$ cat src/rtl/cdc_hs_sender_pkg.sv
`timescale 1ns/1ps
`default_nettype none
// +--------------------------------------------------------------------+
// | cdc_pkg : shared types and helpers for the REQ/ACK source sender   |
// | Revision : 1.0                                                     |
// +--------------------------------------------------------------------+
package cdc_pkg;

   typedef enum logic [1:0] {
      IDLE     = 2'd0,
      REQ_HI   = 2'd1,
      ACK_WAIT = 2'd2
   } state_t;

   // Phase-timer width; never narrower than one bit so TIMEOUT=0 still elaborates.
   function automatic int timeout_width(input int timeout);
      int w;
      w = $clog2(timeout + 1);
      return (w < 1) ? 1 : w;
   endfunction

endpackage
`default_nettype wire

$ cat src/rtl/cdc_hs_sender_syncline.sv
`timescale 1ns/1ps
`default_nettype none
// +--------------------------------------------------------------------+
// | SyncLine : plain multi-flop synchronizer, no reset                 |
// | Revision : 1.0                                                     |
// +--------------------------------------------------------------------+
module SyncLine #(
   parameter int WIDTH  = 1,
   parameter int STAGES = 2
) (
   input  logic             CLK,
   input  logic [WIDTH-1:0] D,
   output logic [WIDTH-1:0] Q
);

   logic [STAGES*WIDTH-1:0] r_sync;

   always_ff @(posedge CLK) begin
      r_sync <= {r_sync[(STAGES-1)*WIDTH-1:0], D};
   end

   assign Q = r_sync[STAGES*WIDTH-1 -: WIDTH];

endmodule
`default_nettype wire

$ cat src/rtl/cdc_hs_sender.sv
`timescale 1ns/1ps
`default_nettype none
// +--------------------------------------------------------------------+
// | cdc_hs_sender : source side of a four-phase REQ/ACK crossing with  |
// |                 a one-word pending buffer and optional timeout     |
// | Revision : 1.0                                                     |
// +--------------------------------------------------------------------+
module cdc_hs_sender
   import cdc_pkg::*;
#(
   parameter int WIDTH   = 32,
   parameter int STAGES  = 2,
   parameter int TIMEOUT = 0
) (
   input  logic             CLK,
   input  logic             RESETn,
   input  logic             S_VALID,
   output logic             S_READY,
   input  logic [WIDTH-1:0] S_DATA,
   output logic             REQ,
   output logic [WIDTH-1:0] DATA_OUT,
   input  logic             ACK,
   output logic             BUSY,
   output logic             ERR
);

   localparam int            CW        = timeout_width(TIMEOUT);
   localparam logic [CW-1:0] C_TIMEOUT = CW'(TIMEOUT);

   state_t           r_state;
   logic             r_pend_v;
   logic [WIDTH-1:0] r_pend_data;
   logic [CW-1:0]    r_cnt;

   logic             w_ack_s;
   logic             w_xfer;
   logic             w_have_next;
   logic [WIDTH-1:0] w_next_data;
   logic             w_launch;
   logic             w_enter;
   logic [CW-1:0]    w_cnt_inc;

   SyncLine #(
      .WIDTH  (1),
      .STAGES (STAGES)
   ) u_ack_sync (
      .CLK (CLK),
      .D   (ACK),
      .Q   (w_ack_s)
   );

   assign S_READY     = !r_pend_v;
   assign w_xfer      = S_VALID && S_READY;
   assign w_have_next = r_pend_v || w_xfer;
   assign w_next_data = r_pend_v ? r_pend_data : S_DATA;

   // A launch needs the previous handshake fully returned to zero on the far side.
   assign w_launch = w_have_next && !w_ack_s &&
                     ((r_state == IDLE) || (r_state == ACK_WAIT));

   assign w_enter  = ((r_state == IDLE)     && w_have_next && !w_ack_s) ||
                     ((r_state == REQ_HI)   && w_ack_s)                 ||
                     ((r_state == ACK_WAIT) && !w_ack_s);

   assign w_cnt_inc = r_cnt + CW'(1);

   always_ff @(posedge CLK or negedge RESETn) begin
      if (!RESETn) begin
         r_state     <= IDLE;
         REQ         <= 1'b0;
         DATA_OUT    <= '0;
         r_pend_v    <= 1'b0;
         r_pend_data <= '0;
      end else begin
         case (r_state)
            IDLE: begin
               if (w_launch) r_state <= REQ_HI;
            end
            REQ_HI: begin
               if (w_ack_s) begin
                  REQ     <= 1'b0;
                  r_state <= ACK_WAIT;
               end
            end
            ACK_WAIT: begin
               if (!w_ack_s) r_state <= w_have_next ? REQ_HI : IDLE;
            end
            default: r_state <= IDLE;
         endcase

         // Launch takes priority over buffering, so a word arriving on the
         // completing edge goes straight out and the pend slot stays empty.
         if (w_launch) begin
            REQ      <= 1'b1;
            DATA_OUT <= w_next_data;
            if (r_pend_v) r_pend_v <= 1'b0;
         end else if (w_xfer) begin
            r_pend_v    <= 1'b1;
            r_pend_data <= S_DATA;
         end
      end
   end

   always_ff @(posedge CLK or negedge RESETn) begin
      if (!RESETn) begin
         r_cnt <= '0;
         ERR   <= 1'b0;
      end else if (w_enter) begin
         r_cnt <= '0;
      end else if (((r_state == REQ_HI) || (r_state == ACK_WAIT)) && (r_cnt != C_TIMEOUT)) begin
         r_cnt <= w_cnt_inc;
         if ((TIMEOUT != 0) && (w_cnt_inc == C_TIMEOUT)) ERR <= 1'b1;
      end
   end

   assign BUSY = (r_state != IDLE) || r_pend_v;

endmodule
`default_nettype wire

$ cat config.mk
export PLATFORM = sky130hd
export DESIGN_NAME = cdc_hs_sender
export DESIGN_NICKNAME = d
export VERILOG_FILES = /design/src/rtl/cdc_hs_sender_pkg.sv /design/src/rtl/cdc_hs_sender_syncline.sv /design/src/rtl/cdc_hs_sender.sv
export SDC_FILE = /design/constraint.sdc
export NUM_CORES = 1
export LEC_CHECK = 0
export BUFFER_PORTS_ARGS = -buffer_cell sky130_fd_sc_hd__buf_2
export CAP_MARGIN = 20
export CORE_ASPECT_RATIO = 0.5
export CORE_MARGIN = 1.5
export CORE_UTILIZATION = 40
export DETAILED_ROUTE_END_ITERATION = 6
export MAX_ROUTING_LAYER = met4
export SLEW_MARGIN = 20
export SYNTH_ARGS = -nofsm -noshare
export SYNTH_HDL_FRONTEND = slang
export SYNTH_SLANG_ARGS = --single-unit
$ cat constraint.sdc
create_clock -name CLK -period 3.2 [get_ports CLK]
set_clock_uncertainty 0.1 [all_clocks]
set_input_delay 0.16 -clock CLK [delete_from_list [all_inputs] [get_ports CLK]]
set_output_delay 0.16 -clock CLK [all_outputs]
set_load 0.01 [all_outputs]
## Word level (Yosys, flattened, before mapping)

Cells that the tools add are included.

- Word-level logic and storage cells: 39
- Flip-flop bits (word level): 70
- Bits of input ports: 36

- Multiplexer cells: 11
- Bitwise operators: 1
- Reduce and logical (&&, ||, !) cells: 16
- Equal/unequal tests: 5

Operators with widths:

| kind | count |
|---|---|
| $mux 32 | 1 |
| $reduce_bool 2->1 | 4 |
| $mux 1 | 6 |
| $mux 2 | 3 |
| $pmux 2 s3 | 1 |
| $ne 2x2->1 const B | 2 |
| $reduce_and 2->1 | 2 |
| $logic_and 1x1->1 | 3 |
| $logic_or 1x1->1 | 3 |
| $reduce_and 3->1 | 1 |
| $eq 2x1->1 const B | 1 |
| $eq 2x2->1 const B | 1 |
| $logic_not 1->1 | 2 |
| $logic_not 2->1 | 1 |
| $ne 2x1->1 const B | 1 |
| $not 1->1 | 1 |

## Depth between registers and ports, before layout

- Word-level depth: 7
- Gate-level depth with buffers: 5
- Depth with buffers taken out: 3

## Hierarchy

A second synthesis with hierarchy kept.

- Cells, all modules: 191
- Area, all modules: 3,017.9 um^2

By module, submodules not included:

| module | area an instance (um^2) | cells each | times used | sequential area each (um^2) |
|---|---|---|---|---|
| cdc_hs_sender | 2,977.9 | 189 | 1 | 1,701.6 |
| SyncLine | 40.0 | 2 | 1 | 40.0 |

## Least setup slack after synthesis

Ideal clock, no wire load.

- Kind: register -> register
- From: reg r_pend_v
- To: reg DATA_OUT[15]
- Setup slack: 1.579 ns
- Data arrival time: 1.397 ns
- Stages on the path, launching flop included: 5
- Path buffers: 2
- Setup time: 0.125 ns
- Clock period less this slack: 1.621 ns
- Required time: 2.975 ns
- Cells stage by stage: dfrtp_1 > buf_6 > clkbuf_1 > mux2_2 > mux2_2

- Cells in the longest elaborated chain, start to end: 5

RTL lines:

| element | line | text |
|---|---|---|
| from (decl) | cdc_hs_sender.sv:31 | `logic r_pend_v;` |
| from (signal assigned) | cdc_hs_sender.sv:72 | `r_pend_v <= 1'b0;` |
| from (signal assigned) | cdc_hs_sender.sv:96 | `if (r_pend_v) r_pend_v <= 1'b0;` |
| from (signal assigned) | cdc_hs_sender.sv:98 | `r_pend_v <= 1'b1;` |
| $logic_not 1->1 | cdc_hs_sender.sv:52 | `assign S_READY = !r_pend_v;` |
| $logic_and 1x1->1 | cdc_hs_sender.sv:53 | `assign w_xfer = S_VALID && S_READY;` |
| $logic_or 1x1->1 | cdc_hs_sender.sv:54 | `assign w_have_next = r_pend_v \|\| w_xfer;` |
| $logic_and 1x1->1 (2 in series) | cdc_hs_sender.sv:58 | `assign w_launch = w_have_next && !w_ack_s &&` |
| to (signal assigned) | cdc_hs_sender.sv:95 | `DATA_OUT <= w_next_data;` |
| to (decl) | cdc_hs_sender.sv:21 | `output logic [WIDTH-1:0] DATA_OUT,` |

Several ways; a longest one is shown, not always the timed one.
A chain may end at the register's enable or synchronous reset.

## Final worst setup path

- From: reg r_pend_v
- To: reg DATA_OUT[31]

Same word-level chain as after synthesis.

==> run summary <==
sequential area share after synthesis: 57.71%
RSZ-0062 raised after global routing: false
Min Clock Period, post-route: 2.044 ns
largest net degree at the start of global routing: 53
final max-slew violation count: 0
die width: 125.8 um
share of layout cells above drive strength 1: 60.78%
TritonRoute pass-1 iters: 7
Initial Utilization: 41.22%
critical path peak fanout: 35
total CTS buffers: 9
CP bufs+invs: 2
Leak Pwr: 1.825 nW
Final GP Congestion: 0.7147
Max Cap Viol: 0
Vias/cell: 4.716
clk buf depth: 2
setup bufs post-CTS: 0
worst path arrival time: 2.16 ns
Post-DRT Antenna Nets: 0
Core Area: 0.007322 mm^2
status: complete, but fails checks
Worst setup SP type: flop
initial antenna violation count: 0
Worst EP required: 3.31 ns
setup TNS: 0 ns
post-synth top area cell: dfrtp_1
FFs w/ async S/R, synth: 97.14%
I/O pins: 72
Syn Inst Count: 191
CTS H-tree lvls: 3
syn avg cell area: 15.80 um^2
total grt overflow: 0
Tot Pwr: 3.500 mW
gr usage total: 16.35%
IO buf count: 70
CTS tree: done
Post-CTS Resized: 0
Clock Tree Root: clkbuf_16
CP peak stage delay: 0.43 ns
most instantiated cells after synthesis: mux2_2 (91), dfrtp_1 (68), mux2_1 (5), buf_4 (4), buf_6 (4)
CP Capture Type: flop
crit path max-delay cell type: buf_4
cell with the most instances after synthesis: mux2_2
Hold Crit Class: in2reg
DR WL/cell: 14.09 um
number of synthesized flops with an enable pin: 0
Final nets: 337
Slew @ Worst Pin: 0.6569 ns
Final period util: 63.89%
most area-consuming cells after synthesis: dfrtp_1 (56%), mux2_2 (34%), mux2_1 (1.9%)
clock slew seen by the registers of the worst setup and hold paths: 0.05 ns
Post-CTS Hold Buffers: 34
DR vias: 1,896
first-pass GRT wire length: 9.839 mm
Critical Path Most Common Cell: buf_4
Final Hold Fails: 0
fmax: 489.2 MHz
HPWL after DPL: 3.584 mm
row count: 22
crit-path leading delay family: buffers and inverters
area delta synth->final: 35.45%
Filler Cell Count: 627
Die Ht: 64.42 um
number of global-route vias before repair: 2,052
Slew HR: 56.20%
DRC Markers: 1
distinct cell type count after synthesis: 21
top-area cell type share of the netlist area: 56.38%
Mapped Nets: 227
failing checks: DRC
# setup viols final: 0
leading register cell type out of synthesis: dfrtp_1
Clock Sink Count: 70
Ys Warns: 1
synthesized area: 0.003018 mm^2
crit-path cells: buf_4 > nor2_1 > nor3_4 > buf_4 > mux2_2
FF+latch count, synth: 70
maximum vdd drop: 0.0003439 V
Antenna diodes: 0
crit path kind: reg2reg
PwrDens: 856.3 mW/mm^2
die area: 0.008107 mm^2
drt total wl: 5.664 mm
worst skew pair latency: 0.33 ns
drt initial violations: 53
==> path summary, 6_finish.rpt <==
kind | slack (ns) | cells past startpoint | start | to
worst max register to register | 1.16 | 5 | r_pend_v$_DFFE_PN0P_ | DATA_OUT[31]$_DFFE_PN0P_
worst min register to register | 0.22 | 0 | u_ack_sync.r_sync[0]$_DFF_P_ | u_ack_sync.r_sync[1]$_DFF_P_
max in group asynchronous | 1.80 | 3 | RESETn | r_pend_v$_DFFE_PN0P_
worst min-delay path | 0.03 | 3 | S_VALID | r_pend_v$_DFFE_PN0P_
min in group asynchronous | 0.18 | 2 | RESETn | r_pend_data[29]$_DFFE_PN0P_
worst max-delay path | 1.16 | 5 | r_pend_v$_DFFE_PN0P_ | DATA_OUT[31]$_DFFE_PN0P_
==> kinds of logic after synthesis <==
kind of cell | count (synthesis) | synth area share (%)
AO/OA/AOI/OAI | 3 | 0.7465
buffers and inverters | 12 | 3.068
flip-flops | 70 | 57.71
multiplexers | 96 | 35.82
other | 1 | 0.1243
AND/OR/NAND/NOR | 9 | 2.530
==> worst min-delay path, cell delays in order <==
cell    delay, ns
buf_2        0.09
nor2_1       0.07
nor2_1       0.09
==> where the power goes <==
part           total, mW  switching, mW  internal, mW
combinational       1.06          0.428         0.632
sequential          1.45          0.184          1.27
clock              0.988          0.347         0.641
total               3.50          0.959          2.54
==> placed cells by master (no fill, tap or decap), drive strengths merged <==
cell | synthesis | routed
bufinv | 0 | 1
inv | 1 | 1
a21o | 1 | 1
o21bai | 1 | 1
nand2b | 1 | 1
nor2 | 3 | 3
nor3 | 1 | 1
conb | 1 | 1
dlygate4sd3 | 0 | 34
mux2 | 96 | 96
dfxtp | 2 | 2
or3 | 1 | 1
or2b | 1 | 1
a21boi | 1 | 1
dfrtp | 68 | 68
clkinv | 0 | 3
clkbuf | 1 | 12
nor3b | 1 | 1
nand3b | 1 | 1
buf | 10 | 76
==> stage by stage <==
step / setup WS (ns) / util, % / cells / instance area, um^2 / hold slack (ns)
final: 1.156 / 55.83 / 402 / 4088 / 0.02772
after global routing: 1.004 / 55.83 / 402 / 4088 / 0.04242
after CTS: 1.122 / 55.83 / 402 / 4088 / 0.02178
after detailed placement: 1.131 / 47.06 / 352 / 3446 / -0.005560
after global placement: 1.176 / 47.06 / 352 / 3446 / -0.006090
after floorplan: 1.579 / - / 191 / 3018 / -0.2356
==> area by class of cell <==
type	instances	area, um^2	area share, %
Multi-Input combinational cell	109	1184	28.96
Clock buffer	12	256.5	6.275
Clock inverter	4	45.04	1.102
Sequential cell	70	1743	42.64
Timing Repair Buffer	110	735.7	18.00
Tap cell	96	120.1	2.938
Inverter	1	3.754	0.09183
==> flip-flops by register name, indices dropped and copies added (netlist names) <==
signal and cells:
DATA_OUT 32, r_pend_data 32, r_state 2, u_ack_sync.r_sync 2
REQ 1, r_pend_v 1
==> metal layers <==
metal	up-vias	wire [um]	GRT usage, %	share of wire, %
li1	897	-	-	-
met1	950	2758	19.82	49
met2	38	2555	25.62	45
met3	11	245	4.789	4.3
met4	0	105	7.759	1.9
met5	-	0	-	0
(Power assumes the default switching activity.)
